==> config.mk <==
export PLATFORM = sky130hd
export DESIGN_NAME = mem_access_stage
export DESIGN_NICKNAME = d
export VERILOG_FILES = /design/src/rtl/mem_access_stage.sv
export SDC_FILE = /design/constraint.sdc
export NUM_CORES = 1
export LEC_CHECK = 0
export BUFFER_PORTS_ARGS = -buffer_cell sky130_fd_sc_hd__buf_4
export CAP_MARGIN = 0
export CORE_ASPECT_RATIO = 1.5
export CORE_MARGIN = 2
export CORE_UTILIZATION = 56
export DETAILED_ROUTE_END_ITERATION = 16
export PLACE_DENSITY = 0.95
export REMOVE_ABC_BUFFERS = 1
export SYNTH_ARGS = -nofsm -noshare
export SYNTH_HDL_FRONTEND = slang
export SYNTH_SLANG_ARGS = --single-unit
==> constraint.sdc <==
create_clock -name clk -period 4.95 [get_ports clk]
set_clock_uncertainty 0.15 [all_clocks]
set_input_delay 0.2475 -clock clk [delete_from_list [all_inputs] [get_ports clk]]
set_output_delay 0.2475 -clock clk [all_outputs]
set_load 0.03 [all_outputs]
==> src/rtl/mem_access_stage.sv <==
// MEM pipeline stage: issues LA32 loads/stores on the req/addr_ok/data_ok bus,
// steers store lanes, extracts/extends load data and produces the MEM/WB stream.
module mem_access_stage #(
  parameter int DATA_W = 32
) (
  input  logic              clk,
  input  logic              rst,
  input  logic              ls_valid,
  output logic              ts_ready,
  input  logic              ns_ready,
  output logic              ts_valid,
  input  logic              flush,
  input  logic [DATA_W-1:0] ex_pc,
  input  logic [DATA_W-1:0] ex_inst,
  input  logic [DATA_W-1:0] ex_result,
  input  logic [DATA_W-1:0] ex_st_data,
  input  logic [3:0]        ex_lsu_op,
  input  logic [4:0]        ex_rw_addr,
  input  logic              ex_rw_en,
  output logic [DATA_W-1:0] mem_pc,
  output logic [DATA_W-1:0] mem_inst,
  output logic [DATA_W-1:0] mem_rw_data,
  output logic [4:0]        mem_rw_addr,
  output logic              mem_rw_en,
  output logic              mem_ale,
  output logic              dm_req,
  output logic              dm_wr,
  output logic [3:0]        dm_wstrb,
  output logic [DATA_W-1:0] dm_addr,
  output logic [DATA_W-1:0] dm_wdata,
  input  logic              dm_addr_ok,
  input  logic              dm_data_ok,
  input  logic [DATA_W-1:0] dm_rdata
);

  localparam logic [3:0] OP_LD_B  = 4'd1, OP_LD_H  = 4'd2, OP_LD_W = 4'd3;
  localparam logic [3:0] OP_LD_BU = 4'd4, OP_LD_HU = 4'd5;
  localparam logic [3:0] OP_ST_B  = 4'd6, OP_ST_H  = 4'd7, OP_ST_W = 4'd8;

  typedef enum logic [1:0] {IDLE, REQ, WAIT, CANCEL} state_t;
  state_t state_q, state_d;

  logic              ts_valid_q, ts_valid_d;
  logic [3:0]        op_q;
  logic [DATA_W-1:0] addr_q, pc_q, inst_q;
  logic [4:0]        rwa_q;
  logic              rwe_q, wr_q;
  logic [3:0]        wstrb_q, wstrb_d;
  logic [DATA_W-1:0] wdata_q, wdata_d;
  logic [DATA_W-1:0] mem_pc_q, mem_inst_q, mem_rw_data_q;
  logic [4:0]        mem_rw_addr_q;
  logic              mem_rw_en_q, mem_ale_q;

  logic is_b, is_h, is_w, is_st, misalign, accept, go_req, complete;
  logic [DATA_W-1:0] ld_shift, ld_val;

  always_comb begin
    is_b     = (ex_lsu_op == OP_LD_B) || (ex_lsu_op == OP_LD_BU) || (ex_lsu_op == OP_ST_B);
    is_h     = (ex_lsu_op == OP_LD_H) || (ex_lsu_op == OP_LD_HU) || (ex_lsu_op == OP_ST_H);
    is_w     = (ex_lsu_op == OP_LD_W) || (ex_lsu_op == OP_ST_W);
    is_st    = (ex_lsu_op >= OP_ST_B) && (ex_lsu_op <= OP_ST_W);
    misalign = (is_h && ex_result[0]) || (is_w && (ex_result[1:0] != 2'b00));
  end

  assign ts_ready = (state_q == IDLE) && (!ts_valid_q || ns_ready);
  assign accept   = ls_valid && ts_ready && !flush;
  assign go_req   = accept && (is_b || is_h || is_w) && !misalign;
  // A response that arrives together with a flush is simply discarded.
  assign complete = !flush && (((state_q == REQ) && dm_addr_ok && dm_data_ok) ||
                               ((state_q == WAIT) && dm_data_ok));

  always_comb begin
    wstrb_d = 4'b0000;
    wdata_d = '0;
    if (is_st) begin
      if (is_b) begin
        wstrb_d = 4'b0001 << ex_result[1:0];
        wdata_d = {4{ex_st_data[7:0]}};
      end else if (is_h) begin
        wstrb_d = 4'b0011 << ex_result[1:0];
        wdata_d = {2{ex_st_data[15:0]}};
      end else begin
        wstrb_d = 4'b1111;
        wdata_d = ex_st_data;
      end
    end
  end

  assign ld_shift = dm_rdata >> {addr_q[1:0], 3'b000};

  always_comb begin
    ld_val = dm_rdata;
    case (op_q)
      OP_LD_B:  ld_val = {{24{ld_shift[7]}}, ld_shift[7:0]};
      OP_LD_BU: ld_val = {24'd0, ld_shift[7:0]};
      OP_LD_H:  ld_val = {{16{ld_shift[15]}}, ld_shift[15:0]};
      OP_LD_HU: ld_val = {16'd0, ld_shift[15:0]};
      default:  ld_val = dm_rdata;
    endcase
  end

  always_comb begin
    state_d = state_q;
    case (state_q)
      IDLE:   if (go_req) state_d = REQ;
      REQ: begin
        if (dm_addr_ok) begin
          if (dm_data_ok)  state_d = IDLE;
          else if (flush)  state_d = CANCEL;
          else             state_d = WAIT;
        end else if (flush) begin
          state_d = IDLE;
        end
      end
      WAIT: begin
        if (dm_data_ok)  state_d = IDLE;
        else if (flush)  state_d = CANCEL;
      end
      CANCEL: if (dm_data_ok) state_d = IDLE;
      default: state_d = IDLE;
    endcase
  end

  always_comb begin
    ts_valid_d = ts_valid_q;
    if (flush)                               ts_valid_d = 1'b0;
    else if ((accept && !go_req) || complete) ts_valid_d = 1'b1;
    else if (ns_ready)                       ts_valid_d = 1'b0;
  end

  always_ff @(posedge clk or negedge rst) begin
    if (!rst) begin
      state_q       <= IDLE;
      ts_valid_q    <= 1'b0;
      op_q          <= 4'd0;
      addr_q        <= '0;
      pc_q          <= '0;
      inst_q        <= '0;
      rwa_q         <= 5'd0;
      rwe_q         <= 1'b0;
      wr_q          <= 1'b0;
      wstrb_q       <= 4'd0;
      wdata_q       <= '0;
      mem_pc_q      <= '0;
      mem_inst_q    <= '0;
      mem_rw_data_q <= '0;
      mem_rw_addr_q <= 5'd0;
      mem_rw_en_q   <= 1'b0;
      mem_ale_q     <= 1'b0;
    end else begin
      state_q    <= state_d;
      ts_valid_q <= ts_valid_d;
      if (go_req) begin
        op_q    <= ex_lsu_op;
        addr_q  <= ex_result;
        pc_q    <= ex_pc;
        inst_q  <= ex_inst;
        rwa_q   <= ex_rw_addr;
        rwe_q   <= ex_rw_en;
        wr_q    <= is_st;
        wstrb_q <= wstrb_d;
        wdata_q <= wdata_d;
      end
      if (accept && !go_req) begin
        mem_pc_q      <= ex_pc;
        mem_inst_q    <= ex_inst;
        mem_rw_data_q <= ex_result;
        mem_rw_addr_q <= ex_rw_addr;
        mem_rw_en_q   <= ex_rw_en && !misalign;
        mem_ale_q     <= misalign;
      end else if (complete) begin
        mem_pc_q      <= pc_q;
        mem_inst_q    <= inst_q;
        mem_rw_data_q <= wr_q ? addr_q : ld_val;
        mem_rw_addr_q <= rwa_q;
        mem_rw_en_q   <= rwe_q && !wr_q;
        mem_ale_q     <= 1'b0;
      end
    end
  end

  assign ts_valid    = ts_valid_q;
  assign dm_req      = (state_q == REQ);
  assign dm_wr       = dm_req && wr_q;
  assign dm_wstrb    = dm_req ? wstrb_q : 4'b0000;
  assign dm_addr     = {addr_q[DATA_W-1:2], 2'b00};
  assign dm_wdata    = wdata_q;
  assign mem_pc      = mem_pc_q;
  assign mem_inst    = mem_inst_q;
  assign mem_rw_data = mem_rw_data_q;
  assign mem_rw_addr = mem_rw_addr_q;
  assign mem_rw_en   = mem_rw_en_q;
  assign mem_ale     = mem_ale_q;

endmodule

==> qor.csv <==
metric,value,unit
tightest_slew,1.14,ns
hold_class,input port to flop,
netlist_instances,1024,
dp_hpwl,24800,um
grt_pass1_wl,70400,um
cts_setup_buffers,0,
start_util,56.8,%
die_area,22500,um2
die_y,183,um
yosysTopAreaCellShare,52.2,%
n_fill_cell,1073,
fmax,254,MHz
h-tree-depth,1,
clk_path_buf_depth,3,
slew_violations,0,
gp_routability_congestion,0.905,
powerDensity,534,nW/um2
worst_r2r_path_depth,6,
cp_max_fo,103,
multi_input_area,5030,um2
p_leak,8.09,nW
cp_top_family,buffers and inverters,
synth.most_common_cell,dfrtp_1,
cp.depth,12,
start_kind,input port,
cp.required,5.20,ns
synth.distinct_cells,58,
synth_edf_count,0,
cts_tree,done,
crit_type,input port to flop,
antenna_found_initial,2,
wl,46000,um
ys_seq_elements,249,
r2r-start,addr_q[0]$_DFFE_PN0P_,
cp_common_cell,buf_4,
finalSetupViolCount,0,
drive_above_1_share,35.7,%
crit_buf_inv,6,
via_per_inst,6.77,
peakVddDrop,0.000421,V
yosysTopAreaCell,dfrtp_1,
synth.cell_area,11900,um2
first_pass_iters,6,
gr-total-overflow,0,
endpoint,mem_rw_data[16]$_DFFE_PN0P_,
fin_nets,1630,
cts.clk_slew.worst_paths,0.07,ns
cp-end-kind,flop,
coreArea,21000,um2
numCtsBuffers,24,
synth-seq-area-share,52.2,%
synth_ff_type,dfrtp_1,
rsz0062_at_grt,no,
drtIter0Drc,1704,
crit_start,ex_result[1],
rrSetupSlack,1.27,ns
slowest_delay,0.76,ns
wire_per_inst,26.5,um
finalCritPeriodShare,79.5,%
cts_resized,0,
vias,11800,
io_pins,352,
yosys_warnings,0,
cap_violations,0,
drc,0,
clkLatencyLatePin,0.53,ns
path_cells,dlygate4sd3_1 > buf_4 > inv_1 > ha_1 > nand2b_1 > a31oi_1 > o211a_4 > buf_4 > and2_1 > buf_4 > o221ai_1 > dlygate4sd3_1,
relSlewSlack,23.8,%
avgSynthCellArea,11.6,um2
grt_usage,40.8,%
async_reset_ff_share,100,%
synth_common_cells,"dfrtp_1, mux2_2, a221o_1",
dieWidth,123,um
fin_setup_tns,0,ns
arrival,4.18,ns
io_buffers,349,
r2r_end,mem_rw_data[16]$_DFFE_PN0P_,
placed_area,14400,um2
cts_root_buffer,clkbuf_16,
grt_pass1_vias,12400,
syn2layout_area_growth,41.1,%
fp-row-count,65,
cts_sinks,249,
status,finished clean,
grt_max_degree,131,
cpMaxStageDelayCell,buf_4,
drtAntennaViolNets,0,
min_period,3.93,ns
regArea,6230,um2
fin_area,16800,um2
synthTopCellsByArea,"dfrtp_1, mux2_2, a221o_1",
hold_violations,0,
==> final cells by class <==
type / count / area share [%]
timing repair buffer: 520 / 25.8
multi-input combinational: 641 / 29.9
inverter: 13 / 0.290
clock inverter: 17 / 1.23
antenna: 2 / 0.0297
clock buffer: 27 / 3.69
tap: 268 / 1.99
sequential: 249 / 37.0
==> per-layer routing <==
metal / share of wire, % / wire length (um) / GRT usage (%)
met1: 32 / 14900 / 46.1
met2: 49 / 22700 / 67.1
met3: 9.8 / 4490 / 9.92
met4: 8.5 / 3930 / 27.9
met5: 0 / 0 / 0
==> cell families (layout without fill, tap and decap cells) <==
group                      count (synthesis)  in the layout  share of synthesized area (%)
other                                      1              4                         0.0314
adders and majority gates                  4              4                          0.420
and+or+nand+nor                          209            209                           9.78
buffers and inverters                    135            577                           5.91
AOI/OAI and AO/OA                        300            300                           19.4
xor gates and xnor gates                   1              1                         0.0735
muxes                                    125            125                           12.2
DFF                                      249            249                           52.2
==> layout by cell type, fill, tap and decap left out, types with 3 or more instances in the layout <==
cell type | Yosys | routed
nand2_1 | 48 | 48
and2_1 | 10 | 10
nand3_1 | 26 | 26
a21oi_1 | 57 | 56
clkbuf_16 | 0 | 24
a21oi_4 | 1 | 3
a221oi_1 | 6 | 6
o2111ai_1 | 8 | 8
a222oi_1 | 5 | 5
buf_4 | 32 | 356
a22o_1 | 9 | 9
a221o_1 | 81 | 81
clkinv_2 | 0 | 9
mux2_2 | 87 | 87
a21o_1 | 5 | 5
dfrtp_1 | 249 | 249
o22ai_1 | 13 | 13
buf_12 | 0 | 3
dlygate4sd3_1 | 0 | 160
a211oi_1 | 4 | 4
a211o_1 | 3 | 3
nand2b_1 | 15 | 14
bufinv_16 | 0 | 4
nor2_1 | 17 | 17
mux2i_1 | 21 | 21
inv_1 | 13 | 13
and3_1 | 70 | 70
mux2_4 | 16 | 16
o21ai_0 | 45 | 45
nor2b_1 | 4 | 4
o221ai_1 | 18 | 18
nand3b_1 | 4 | 4
a31oi_1 | 7 | 7
ha_1 | 4 | 4
o2bb2ai_1 | 28 | 28
==> worst reg2reg max path, stage by stage, from the launching register on <==
cell	delay [ns]
dfrtp_1	0.94
nor2b_1	0.51
a2bb2oi_1	0.18
o211ai_2	0.79
a21oi_1	0.13
o221ai_1	0.30
dlygate4sd3_1	0.60
==> flip-flops by register name (all words and copies together), names as in the netlist, 5 cells and up <==
signal	flops
addr_q	32
dm_wdata	32
inst_q	32
mem_inst	32
mem_pc	32
mem_rw_addr	5
mem_rw_data	32
pc_q	32
rwa_q	5
==> worst min-delay path by stage <==
stage | startpoint | to | slack [ns] | cells past startpoint
floorplan | rst | addr_q[0]$_DFFE_PN0P_ | -0.20 | 0
global placement | rst | mem_pc[13]$_DFFE_PN0P_ | 0.28 | 1
finish | ex_st_data[24] | dm_wdata[24]$_DFFE_PN0P_ | 0.04 | 5
detailed placement | rst | mem_pc[13]$_DFFE_PN0P_ | 0.28 | 1
global route | dm_rdata[2] | mem_rw_data[2]$_DFFE_PN0P_ | 0.09 | 4
CTS | ex_st_data[24] | dm_wdata[24]$_DFFE_PN0P_ | 0.01 | 5
==> through the flow <==
| stage | power, mW | utilization, % | hold slack, ns | instances | worst slack [ns] |
|---|---|---|---|---|---|
| after global placement | 6.46 | 68.6 | 0.277 | 1531 | 1.88 |
| after CTS | 8.71 | 80.2 | 0.0111 | 1735 | 1.28 |
| after detailed placement | 6.61 | 68.6 | 0.283 | 1531 | 1.82 |
| final | 8.99 | 80.2 | 0.0411 | 1737 | 1.02 |
| after floorplan | 5.19 | - | -0.198 | 903 | -2.20 |
| after global routing | 9.28 | 80.2 | 0.0881 | 1737 | 0.879 |
==> report_power, final <==
group / switching (mW) / internal [mW]
Combinational: 2.14 / 1.52
Clock: 0.872 / 1.13
Sequential: 0.609 / 2.72
Total: 3.62 / 5.37
==> repair_timing <==
item                                    CTS  global route
endpoints found under the setup margin    0             0
hold buffers                            160             0
endpoints found under the hold margin   370             0
(Power assumes the default switching activity.)
